File: src/rtl/fifo_wr_arbiter.sv
// ---------------------------------------------------------------------------
// fifo_wr_arbiter
//
// Round-robin arbiter that shares the single write port of async_fifo among
// NUM_REQ producers in the write-clock domain. One producer owns the port at a
// time for a burst of at most BURST_MAX accepted words. Its data is muxed onto
// the FIFO write port, and the arbiter stalls on `full` without dropping words.
//
// Parameters:
//   NUM_REQ   - number of producers (2..8)
//   WIDTH     - data word width, matches the FIFO
//   BURST_MAX - maximum accepted words per grant (1..15)
//
// Ports:
//   clk       in   write-domain clock (FIFO wr_clk)
//   rst       in   asynchronous active-high reset
//   req       in   per-producer level request, held while data is pending
//   wdata_in  in   producer data, producer i on [i*WIDTH +: WIDTH]
//   full      in   FIFO full flag
//   gnt       out  registered one-hot grant, all-zero when idle
//   ack       out  word accepted at the coming edge (gnt & req & ~full)
//   wr_en     out  FIFO write enable (|ack)
//   wdata     out  owner's data slice, 0 when no grant
//   stall_cnt out  cycles the owner was blocked by full (saturating)
//
// Optional feature macro: FIFO_WR_ARB_STATS_EN
//   defined   -> stall_cnt counts full-stall cycles
//   undefined -> stall_cnt is tied to 16'h0000
// ---------------------------------------------------------------------------
module fifo_wr_arbiter #(
    parameter int NUM_REQ   = 4,
    parameter int WIDTH     = 8,
    parameter int BURST_MAX = 4
) (
    input  logic                     clk,
    input  logic                     rst,
    input  logic [NUM_REQ-1:0]       req,
    input  logic [NUM_REQ*WIDTH-1:0] wdata_in,
    input  logic                     full,
    output logic [NUM_REQ-1:0]       gnt,
    output logic [NUM_REQ-1:0]       ack,
    output logic                     wr_en,
    output logic [WIDTH-1:0]         wdata,
    output logic [15:0]              stall_cnt
);

    localparam int IDX_W = $clog2(NUM_REQ);

    typedef enum logic {
        S_IDLE,
        S_GRANT
    } state_t;

    state_t           state;
    logic [IDX_W-1:0] last;
    logic [IDX_W-1:0] owner;
    logic [3:0]       burst;

    logic             owner_req;
    logic             owner_ack;
    logic             burst_done;
    logic             release_now;
    logic [IDX_W-1:0] pick_base;
    logic [IDX_W:0]   pick_res;
    logic             pick_found;
    logic [IDX_W-1:0] pick_idx;

    // Round-robin search: first set request strictly after `after`, wrapping
    // around so that `after` itself is considered last. Returns {found, idx}.
    function automatic logic [IDX_W:0] rr_pick(input logic [NUM_REQ-1:0] r,
                                               input logic [IDX_W-1:0]   after);
        logic             found;
        logic [IDX_W-1:0] idx;
        int               cand;
        found = 1'b0;
        idx   = '0;
        for (int k = 1; k <= NUM_REQ; k++) begin
            cand = (int'(after) + k) % NUM_REQ;
            if (!found && r[cand]) begin
                found = 1'b1;
                idx   = IDX_W'(cand);
            end
        end
        return {found, idx};
    endfunction

    // Write-port side: purely combinational from registered gnt, live req
    // and full. gnt is cleared asynchronously, so these read 0 during reset.
    assign ack   = gnt & req & {NUM_REQ{~full}};
    assign wr_en = |ack;

    always_comb begin
        wdata = '0;
        for (int i = 0; i < NUM_REQ; i++) begin
            if (gnt[i]) begin
                wdata = wdata | wdata_in[i*WIDTH +: WIDTH];
            end
        end
    end

    // gnt is one-hot, so masking avoids indexing by owner.
    assign owner_req   = |(gnt & req);
    assign owner_ack   = |ack;
    assign burst_done  = owner_ack && (burst == 4'(BURST_MAX - 1));
    assign release_now = (state == S_GRANT) && (!owner_req || burst_done);

    // From IDLE search after the previous owner; on release search after the
    // current owner, so it re-wins only when nobody else is requesting.
    assign pick_base  = (state == S_IDLE) ? last : owner;
    assign pick_res   = rr_pick(req, pick_base);
    assign pick_found = pick_res[IDX_W];
    assign pick_idx   = pick_res[IDX_W-1:0];

    always_ff @(posedge clk or posedge rst) begin
        if (rst) begin
            state <= S_IDLE;
            gnt   <= '0;
            last  <= IDX_W'(NUM_REQ - 1);
            owner <= '0;
            burst <= '0;
        end else begin
            case (state)
                S_IDLE: begin
                    if (pick_found) begin
                        state <= S_GRANT;
                        gnt   <= {{(NUM_REQ-1){1'b0}}, 1'b1} << pick_idx;
                        owner <= pick_idx;
                        burst <= '0;
                    end
                end
                S_GRANT: begin
                    if (release_now) begin
                        last  <= owner;
                        burst <= '0;
                        if (pick_found) begin
                            gnt   <= {{(NUM_REQ-1){1'b0}}, 1'b1} << pick_idx;
                            owner <= pick_idx;
                        end else begin
                            state <= S_IDLE;
                            gnt   <= '0;
                        end
                    end else if (owner_ack) begin
                        burst <= burst + 4'd1;
                    end
                end
                default: begin
                    state <= S_IDLE;
                    gnt   <= '0;
                end
            endcase
        end
    end

`ifdef FIFO_WR_ARB_STATS_EN
    logic [15:0] stall_q;

    // Counts only cycles where the owner actually has a word blocked by full.
    always_ff @(posedge clk or posedge rst) begin
        if (rst) begin
            stall_q <= 16'h0000;
        end else if (owner_req && full && (stall_q != 16'hFFFF)) begin
            stall_q <= stall_q + 16'h0001;
        end
    end

    assign stall_cnt = stall_q;
`else
    assign stall_cnt = 16'h0000;
`endif

endmodule

File: config.mk
export PLATFORM = sky130hd
export DESIGN_NAME = fifo_wr_arbiter
export DESIGN_NICKNAME = d
export VERILOG_FILES = /design/src/rtl/fifo_wr_arbiter.sv
export SDC_FILE = /design/constraint.sdc
export NUM_CORES = 1
export LEC_CHECK = 0
export CORE_ASPECT_RATIO = 0.8
export CORE_MARGIN = 2
export CORE_UTILIZATION = 36
export CTS_CLUSTER_SIZE = 30
export DETAILED_ROUTE_END_ITERATION = 8
export GPL_ROUTABILITY_DRIVEN = 0
export PLACE_DENSITY_LB_ADDON = 0.1
export SLEW_MARGIN = 40
export SYNTH_ARGS = -nofsm -noshare
export SYNTH_HDL_FRONTEND = slang
export SYNTH_SLANG_ARGS = --single-unit
export TNS_END_PERCENT = 1
File: constraint.sdc
create_clock -name clk -period 1.9 [get_ports clk]
set_clock_uncertainty 0.1 [all_clocks]
set_input_delay 0.38 -clock clk [delete_from_list [all_inputs] [get_ports clk]]
set_output_delay 0.38 -clock clk [all_outputs]
set_load 0.1 [all_outputs]
Word level (Yosys, flattened, before mapping):

Index checks and enable logic that the tools add are counted.

* $lt $le $gt $ge: 4
* equality and inequality tests: 4
* reduce and logical (&&, ||, !) cells: 19
* add/subtract/negate cells: 5
* mux-type cells: 39
* shifts and indexed selects: 1
* bitwise gates (word level): 11

Operators with widths (count)
* 8-bit 2-to-1 mux: 4
* 4-bit 2-to-1 mux: 6
* 8-bit OR: 3
* 3-bit by 4-bit less-than comparator with 1-bit output (second input constant): 4
* 4-bit one-hot mux with 2 select lines: 2
* 1-bit 2-to-1 mux: 14
* 2-bit 2-to-1 mux: 7
* 4-bit bitwise AND: 2
* 1-bit binary-select mux with 2-bit select: 4
* 2-bit OR reduction: 4
* 4-bit OR reduction: 2
* 2-bit AND reduction: 3
* 1-bit logical AND: 5
* 2-bit by 1-bit adder with 2-bit output (second input constant): 2
* 2-bit adder (second input constant): 2
* 4-bit by 1-bit adder with 4-bit output (second input constant): 1
* 1-bit bitwise AND (first input constant): 4
* 4-bit by 2-bit == test with 1-bit output (second input constant): 1
* 1-bit logical NOT: 4
* 2-bit one-hot mux with 2 select lines: 1
* 1-bit by 2-bit left shift with 4-bit output (first input constant): 1
* 3-bit by 1-bit != test with 1-bit output (second input constant): 1
* 2-bit by 1-bit != test with 1-bit output (second input constant): 1
* 2-bit != test (second input constant): 1
* 3 further kinds: 4

* register bits after elaboration: 13
* bits of input ports: 39
* output and inout bits: 33
* word-level logic and storage cells: 88

Longest topological paths before layout:

Gate-level depths: netlist of the first run.

* depth after elaboration: 21
* mapped depth: 6
* gate-level depth less buffers: 6

Least setup slack after synthesis of the first run:

No wires, ideal clock.

* path kind: reg2reg
* from: register gnt[1]
* to: register burst[3]
* data arrival time: 2.956 ns
* path slack: -1.276 ns
* period minus slack after synthesis: 3.176 ns
* required time: 1.680 ns
* path buffers: 1
* stages on the path, launching flop included: 7
* library setup time: 0.120 ns
* cells stage by stage: dfrtp_1 > buf_2 > nand2_1 > a41oi_2 > nand4_1 > xnor2_1 > and2_2

* longest elaborated chain between the ends: 8
* elaborated cells on any way between the ends: 12
* classes of those cells: eq/ne: 1; mux: 2; bitwise: 2; reduce/logical: 7

Ends and longest elaborated chain
* start, declared: RTL line 40 `output logic [NUM_REQ-1:0] gnt,`
* start signal, assigned: RTL line 126 `gnt <= {{(NUM_REQ-1){1'b0}}, 1'b1} << pick_idx;`
* start signal, assigned: RTL line 136 `gnt <= {{(NUM_REQ-1){1'b0}}, 1'b1} << pick_idx;`
* 4-bit bitwise AND * (2 in series): RTL line 89 `assign ack = gnt & req & {NUM_REQ{~full}};`
* 4-bit OR reduction *
* net wr_en: RTL line 42 `output logic wr_en,`
* 1-bit logical AND: RTL line 104 `assign burst_done = owner_ack && (burst == 4'(BURST_MAX - 1));`
* 1-bit logical OR: RTL line 105 `assign release_now = (state == S_GRANT) && (!owner_req || burst_done);`
* 1-bit logical AND: RTL line 105
* 4-bit 2-to-1 mux / 3-bit by 1-bit != test with 1-bit output (equally long branches)
* 4-bit one-hot mux with 2 select lines / 2-bit AND reduction (equally long branches)
* end signal, assigned: RTL line 143 `burst <= burst + 4'd1;`
* end, declared: RTL line 57 `logic [3:0] burst;`

The timed path passes the listed nets; every way through them passes the cells marked *.
A chain may end at the register's enable or synchronous reset.

Final worst setup path of the first run:

* from: input full
* to: output wr_en

* longest elaborated chain between the ends: 3

Ends and longest elaborated chain
* start, declared: RTL line 39 `input logic full,`
* 1-bit inverter: RTL line 89
* 4-bit bitwise AND: RTL line 89
* 4-bit OR reduction: RTL line 90 `assign wr_en = |ack;`
* end, declared: RTL line 42

No other way between the ends.

==> impl_results.md, run 1 <==
- Num CTS Buffers: 3
- Crit path required time: 1.42 ns
- Critical Path Sink Type: primary output
- Met1 GRT Util: around a quarter
- Mapped Cells: between 100 and 150
- Core ar.: 2830 µm²
- Largest net degree at the start of global routing: 14
- CP peak stage delay: 0.45 ns
- Die Height: 53.5 µm
- Status: finished clean
- Worst EP arrival: 1.40 ns
- Unique cell type count in the Yosys netlist: 40
- TritonCTS clock tree: done
- Most frequent cells in the layout: 34 x clkdlybuf4s50_1, 19 x nand2_1, 17 x buf_12
- Peak VDD IR: 1.12 mV
- Top-level I/O count: 72
- GRT Util Overall: 19.7%
- Worst path cell trace: clkdlybuf4s50_1 -> buf_6 -> a41oi_4 -> buf_12
- Max Freq: 533 MHz
- Clk buf depth: 2
- Clock Latency Late Sink: approximately 0.24 ns
- Total Nets Final: between 200 and 250
- Crit start category: input port
- Detailed Place HPWL: 2790 µm
- Via count: 1,187
- Final worst-path cycle share: a little over nine tenths
- Share of layout cells above drive strength 1: between 30% and 40%
- Yosys reg bits: 13
- Post-synth EDFFs: 0
- Post-route ant nets: 0
- Sequential element share of the synthesized area: 29.7%
- Final setup viols: 0
- Unrepaired setup endpoints after global routing: no
- Root Driver: clkbuf_8
- Syn_area_per_cell: 8.36 µm²
- CP max FO: 5
- Initial Util: between 30% and 40%
- Layout overhead on the synthesized area: 80.5%
- Leakage Power: 0.878 nW
- IO buf count: 55
- Initial antenna violation count: 0
- CTS Hold Bufs: 0
- Main synth FF type: dfrtp_1
- Overall Power: 3.39 mW
- M3 GR Usage: 4.26%
- Antenna diodes: 0
- Crit path time final: 1.88 ns
- Chip width: about 66 µm
- Commonest non-fill, non-tap cell in the layout: clkdlybuf4s50_1
- Ys Warns: 0
- DRC: 0
- Vias per std cell: 4.99
- Pwr Density: ~1700 nW/µm²
- Max Cap Violations: 0
- Worst-path clk slew: 0.05 ns
- Met2 usage: 32.2%
- Final core utilization: between 70% and 80%
- First-pass GRT wire length: 5180 µm
- Die ar.: between 3000 and 4000 µm²
- Avg WL per Cell: 14.4 µm
- WS Path Type: in2out
- Hold WC Path Type: in2async
- Syn Std Cell Area: 1100 µm²
- Busiest grt layer: met2
- Max-slew violations: 0
- H-tree Lvls: 1
- Reg2reg path depth: 5
- Worst path slowest cell: clkdlybuf4s50_1
- Total gr overflow: 0
- Hold Violations, Final: 0
- Clock sinks: 13
- DR pass1 iterations: 4
- Asr flop ratio synth: 100%
- WL final: 3430 µm
- DRT iter0 DRCs: 75
- Vias in the first global route: between 1k and 1.5k
- Num rows: 17
-- flip-flops by register name, indices dropped and copies added (netlist names) --
name   count
owner      2
burst      4
gnt        4
state      1
last       2
-- Yosys cell counts (2+ instances only) --
cell type / n / area [µm²]
a22oi_1: 16 / 120
a22o_1: 3 / 26.3
buf_4: 17 / 128
xnor2_1: 2 / 17.5
inv_1: 5 / 18.8
nor2_1: 8 / 30.0
and2_2: 2 / 15.0
dfrtp_1: 11 / 275
o21ai_1: 2 / 10.0
buf_2: 6 / 30.0
dfstp_2: 2 / 52.6
o22ai_1: 2 / 12.5
nand2_1: 23 / 86.3
mux2i_1: 2 / 20.0
a21oi_1: 3 / 15.0
o21ai_0: 4 / 20.0
-- report_power, final --
part / switching (mW) / total (mW) / internal [mW]
logic: 1.63 / 2.57 / 0.938
clock network: 0.0916 / 0.239 / 0.148
registers: 0.185 / 0.582 / 0.397
-- layer usage --
layer / wire length, µm / up-vias / share of wire (%)
li1: - / 578 / -
met1: 1500 / 562 / 44
met2: 1710 / 43 / 50
met3: 176 / 4 / 5.1
met4: 36 / 0 / 1.1
met5: 0 / - / 0
-- critical path: cells and delay by family --
| kind | cells | cell delay, ns |
|---|---|---|
| compound gates | 1 | 0.21 |
| buf+inv | 3 | 0.82 |
-- repair_timing --
action,4_1_cts,5_1_grt
hold endpoints to repair,0,0
setup endpoints to repair,6,2
gates resized for setup,6,2
pin swaps,1,0
setup buffers,1,2
-- logic make-up after synthesis --
logic type               count (synthesis)  share of synthesized area, %
other                                    1                         0.340
adder cells (fa/ha/maj)                  1                          1.13
XOR/XNOR                                 2                          1.59
AND/OR/NAND/NOR                         44                          19.3
AO/OA/AOI/OAI                           40                          28.8
buffers and inverters                   28                          16.0
multiplexers                             3                          3.17
flip-flops                              13                          29.7
-- final timing paths --
| kind | start | endpoint | slack (ns) |
|---|---|---|---|
| setup / recovery | full | wr_en | 0.02 |
| hold / removal | rst | burst[2]$_DFFE_PP0P_ | 0.37 |
| setup reg to reg | burst[0]$_DFFE_PP0P_ | gnt[2]$_DFFE_PP0P_ | 0.08 |
| hold reg to reg | last[0]$_DFFE_PP1P_ | last[0]$_DFFE_PP1P_ | 0.40 |
| max in group asynchronous | rst | gnt[1]$_DFFE_PP0P_ | 0.96 |
| min in group clk | last[0]$_DFFE_PP1P_ | last[0]$_DFFE_PP1P_ | 0.40 |
-- metrics by stage --
stage / setup slack [ns] / setup TNS (ns) / std cells / instance area, µm² / hold WS (ns)
floorplan: -0.445 / -4.32 / 147 / 1210 / 0.156
global route: 0.00132 / 0 / 238 / 1990 / 0.403
finish: 0.0226 / 0 / 238 / 1990 / 0.370
global placement: -0.198 / -2.05 / 231 / 1920 / 0.383
detailed placement: -0.247 / -2.56 / 231 / 1920 / 0.392
CTS: 0.00292 / 0 / 236 / 1970 / 0.382
-- final cells by class --
| class | instances | area (µm²) |
|---|---|---|
| Tap cell | 38 | 47.5 |
| Fill cell | 233 | 837 |
| Inverter | 5 | 18.8 |
| Sequential cell | 13 | 340 |
| Multi-Input combinational cell | 106 | 693 |
| Timing Repair Buffer | 72 | 847 |
| Clock buffer | 4 | 45.0 |
Note: power is estimated with default switching activity, not from simulation.
==> run 2, diff against run 1 <==
- PLACE_DENSITY_LB_ADDON: 0.1 -> 0.05
- SKIP_LAST_GASP: default -> 1
==> impl_results.md, run 2 (synthesis gave the netlist of run 1 again) <==
- Hold WC Path Type: in2async
- Worst-path clk slew: about 0.060 ns
- WS Path Type: reg2out
- Max Cap Violations: 0
- Core ar.: 2830 µm²
- DRT iter0 DRCs: 66
- Flop pwr share: 16.4%
- CP max FO: 12
- Chip width: 65.9 µm
- Area of the multi-input gates: between 600 and 700 µm²
- Worst EP arrival: approximately 1.4 ns
- Psw: 1.93 mW
- Share of layout cells above drive strength 1: 31.3%
- Num CTS Buffers: 3
- Placed Cells: 227
- Vias in the first global route: about 1.2k
- First-pass GRT wire length: 5520 µm
- Antenna diodes: 0
- H-tree Lvls: 1
- Critical Path Sink Type: primary output
- Peak VDD IR: ~0.93 mV
- Clk buf depth: 2
- Leakage Power: between 0.8 and 0.9 nW
- Comb pwr share: 76.4%
- Setup TNS Final: 0 ns
- Hold Violations, Final: 0
- Initial Util: 39.0%
- Slew @ Worst Pin: 0.503 ns
- CTS Hold Bufs: 0
- Clock Latency Late Sink: 0.25 ns
- Die ar.: 3530 µm²
- Internal: roughly 1.5 mW
- Finished Layout Cells: 236
- Worst path cell trace: nand2_4 -> a41oi_4 -> buf_12
- Status: finished clean
- WL final: 3630 µm
- FF-to-FF setup slack: around 0.080 ns
- Top-level I/O count: 72
- Post-route ant nets: 0
- DRC: 0
- Crit path required time: 1.42 ns
- Commonest non-fill, non-tap cell in the layout: clkdlybuf4s50_1
- Die Height: 53.5 µm
- FILL cells: between 200 and 250
- Most frequent cells in the layout: 33 x clkdlybuf4s50_1, 19 x nand2_1, 18 x buf_12
- GRT Util Overall: 21.3%
- Num rows: 17
- Worst path slowest cell: dfrtp_4
- Largest registers: burst (4), gnt (4)
- Detailed Place HPWL: 2850 µm
- Layout overhead on the synthesized area: 80.6%
- Net Sw Frac: 56.3%
- Vias per std cell: 5.02
- Total Nets Final: 239
- Largest net degree at the start of global routing: 14
- Unrepaired setup endpoints after global routing: yes
- DR pass1 iterations: 4
- Final worst-path cycle share: 98.2%
- IO buf count: 55
- Via count: 1,184
- Clock share of power: approximately 7.3%
- Crit start category: flop
- Max-slew headroom: 66.4%
- Clock sinks: 13
- Avg WL per Cell: 15.4 µm
- Initial antenna violation count: 0
- Max Freq: 536 MHz
- Root Driver: clkbuf_8
- CP delay by family, top: flip-flops
- CP peak stage delay: approximately 0.53 ns
- Crit path buffers/inverters: 1
- TritonCTS clock tree: done
- Total gr overflow: 0
- Final setup viols: 0
- Crit path time final: between 1.5 and 2 ns
- Pwr Density: 1720 nW/µm²
- Max-slew violations: 0
- Sequential Area: 340 µm²
-- run 2: through the flow --
step                      power [mW]  utilization (%)  setup slack (ns)  cell area [µm²]  hold WS (ns)
after floorplan                 2.24                -            -0.445             1210         0.156
after global placement          3.06             66.7            -0.189             1890         0.391
after detailed placement        3.09             66.7            -0.217             1890         0.411
after CTS                       3.36             68.8            0.0117             1950         0.367
after global routing            3.59             70.5           -0.0178             1990         0.385
final                           3.43             70.5            0.0349             1990         0.359
-- run 2: power groups by stage --
stage / Sequential (mW) / Clock, mW / Combinational [mW]
floorplan: 0.680 / 0 / 1.57
global placement: 0.579 / 0 / 2.48
detailed placement: 0.586 / 0 / 2.51
global route: 0.587 / 0.267 / 2.73
CTS: 0.585 / 0.258 / 2.52
finish: 0.561 / 0.250 / 2.62
-- run 2: area by class of cell --
class | instances | area share (%)
Multi-Input combinational cell | 106 | 35.0
Timing Repair Buffer | 70 | 42.3
Sequential cell | 13 | 17.1
Inverter | 5 | 0.942
Tap cell | 38 | 2.39
Clock buffer | 4 | 2.26
-- run 2: final timing paths --
kind	start	endpoint	cells after the start
min reg2reg	last[0]$_DFFE_PP1P_	last[0]$_DFFE_PP1P_	2
max reg2reg	burst[0]$_DFFE_PP0P_	gnt[2]$_DFFE_PP0P_	5
min in group clk	last[0]$_DFFE_PP1P_	last[0]$_DFFE_PP1P_	2
max	gnt[0]$_DFFE_PP0P_	wr_en	3
max in group asynchronous	rst	gnt[1]$_DFFE_PP0P_	2
min	rst	burst[3]$_DFFE_PP0P_	2
-- run 2: routing by layer --
layer | routed length (µm) | track usage, % | up-vias
met5 | 0 | 0 | -
met4 | 33 | 5.56 | 0
met3 | 238 | 3.62 | 4
met2 | 1820 | 37.0 | 50
met1 | 1540 | 27.6 | 553
li1 | - | - | 577
-- run 2: repair_timing --
action                                  CTS  global route
buffers inserted                          1             4
hold endpoints to repair                  0             0
endpoints found under the setup margin    5             5
resized for setup                         9             1
pin swaps                                 1             0
-- run 2: worst register-to-register path: stages, from the launching register on --
cell	delay, ns
dfrtp_1	0.40
ha_1	0.19
or4b_4	0.49
o211ai_4	0.12
o21ai_2	0.16
a22o_1	0.26
==> run 3, diff against run 2 <==
==> constraint.sdc (replaced) <==
create_clock -name clk -period 1.9 [get_ports clk]
set_clock_uncertainty 0.1 [all_clocks]
set_input_delay 0.19 -clock clk [delete_from_list [all_inputs] [get_ports clk]]
set_output_delay 0.19 -clock clk [all_outputs]
set_load 0.1 [all_outputs]
==> impl_results.md, run 3 (synthesis gave the netlist of run 1 again) <==
- WL final: 3400 µm
- Initial Util: 39.0%
- Largest net degree at the start of global routing: 14
- Worst path slowest cell: clkdlybuf4s50_1
- Leakage Power: 0.838 nW
- Peak VDD IR: between 0.7 and 0.8 mV
- Die Height: 53.5 µm
- Num CTS Buffers: 3
- Num rows: 17
- Status: finished clean
- CP delay by family, top: buffers and inverters
- Final setup viols: 0
- DR pass1 iterations: 5
- Finished Layout Cells: 229
- Via count: 1,140
- Crit path required time: 1.61 ns
- Hold WS: 0.165 ns
- Post CTS Setup Buffer Count: 0
- Critical Path Sink Type: primary output
- CP peak stage delay: 0.60 ns
- Max Freq: 545 MHz
- Total Nets Final: 232
- Commonest non-fill, non-tap cell in the layout: clkdlybuf4s50_1
- CTS Hold Bufs: 0
- Area of the multi-input gates: 693 µm²
- Pre-CTS WS: ~0.0017 ns
- Crit start category: input port
- Overall Power: ~3.4 mW
- Crit path buffers/inverters: 3
- Worst path cell trace: clkdlybuf4s50_1 -> nand2_1 -> a41oi_4 -> buf_4 -> buf_12
- DRC: 0
- Die ar.: 3530 µm²
- FILL cells: 226
- Final core utilization: roughly 70%
- Placed Cells: 225
- Final worst setup slack: 0.0639 ns
- Max Cap Violations: 0
- CP max FO: 6
- DRT iter0 DRCs: 80
- GRT Util Overall: 19.9%
- IO buf count: 55
- Largest registers: burst (4), gnt (4)
- Area after DPL: 1870 µm²
- Core ar.: 2830 µm²
- Slew @ Worst Pin: 0.499 ns
- Met1 GRT Util: 25.7%
- First-pass GRT wire length: 5260 µm
- Final worst-path cycle share: 96.6%
- Setup TNS Final: 0 ns
- Max-slew violations: 0
- Unrepaired setup endpoints after global routing: yes
- Clk buf depth: 2
- Initial antenna violation count: 0
- Detailed Place HPWL: approximately 2800 µm
- WS Path Type: in2out
- Root Driver: clkbuf_8
- Busiest grt layer: met2
- Pwr Density: 1740 nW/µm²
- Sequential Area: 340 µm²
- Max-slew headroom: around 67%
- Crit path time final: 1.84 ns
- Most frequent cells in the layout: 37 x clkdlybuf4s50_1, 22 x nand2_1, 17 x buf_12
- Worst-path clk slew: 0.06 ns
- Number of gates resized after cts: 0
- Vias in the first global route: 1,112
- M3 GR Usage: between 6 and 7%
- Chip width: 65.9 µm
- Share of layout cells above drive strength 1: 26.7%
- Vias per std cell: between 4 and 5
- Clock sinks: 13
- Worst EP arrival: 1.55 ns
- Avg WL per Cell: between 10 and 15 µm
- Hold WC Path Type: in2async
- Clock Latency Late Sink: 0.25 ns
- H-tree Lvls: 1
- Hold Violations, Final: 0
- Antenna diodes: 0
- Design Area, Final: 1930 µm²
- Post-route ant nets: 0
- Met2 usage: 33.2%
- Total gr overflow: 0
- Layout overhead on the synthesized area: 74.7%
- TritonCTS clock tree: done
- Top-level I/O count: 72
[run 3: worst reg2reg max path: stages (launching register included)]
cell and delay [ns]:
dfrtp_1 0.39, ha_1 0.18, or4b_4 0.49, o21ai_0 0.12, nand2_1 0.14, mux2_4 0.31
[run 3: cell type report]
type                    instances  share of cell area, %
inverters                       5                  0.973
repair buffers                 63                   40.6
multi-input cells             106                   36.0
flip-flops and latches         13                   17.7
clock buffers                   4                   2.34
well taps                      38                   2.47
[run 3: report_power, final]
part	internal [mW]	switching [mW]	total (mW)
logic	0.905	1.64	2.54
registers	0.396	0.167	0.564
clock network	0.149	0.107	0.255
[run 3: layer usage]
metal	vias to the layer above	routed length (µm)
met3	2	289
met5	-	0
met4	0	14
li1	555	-
met1	534	1410
met2	49	1690
[run 3: path summary, 6_finish.rpt]
kind | slack [ns] | end | cells after the start | start
hold / removal | 0.17 | owner[1]$_DFFE_PP0P_ | 2 | rst
hold reg to reg | 0.41 | last[0]$_DFFE_PP1P_ | 2 | last[0]$_DFFE_PP1P_
max in group asynchronous | 1.16 | gnt[2]$_DFFE_PP0P_ | 2 | rst
setup reg to reg | 0.11 | last[1]$_DFFE_PP1P_ | 5 | burst[0]$_DFFE_PP0P_
setup / recovery | 0.06 | wr_en | 5 | req[2]
min in group clk | 0.41 | last[0]$_DFFE_PP1P_ | 2 | last[0]$_DFFE_PP1P_
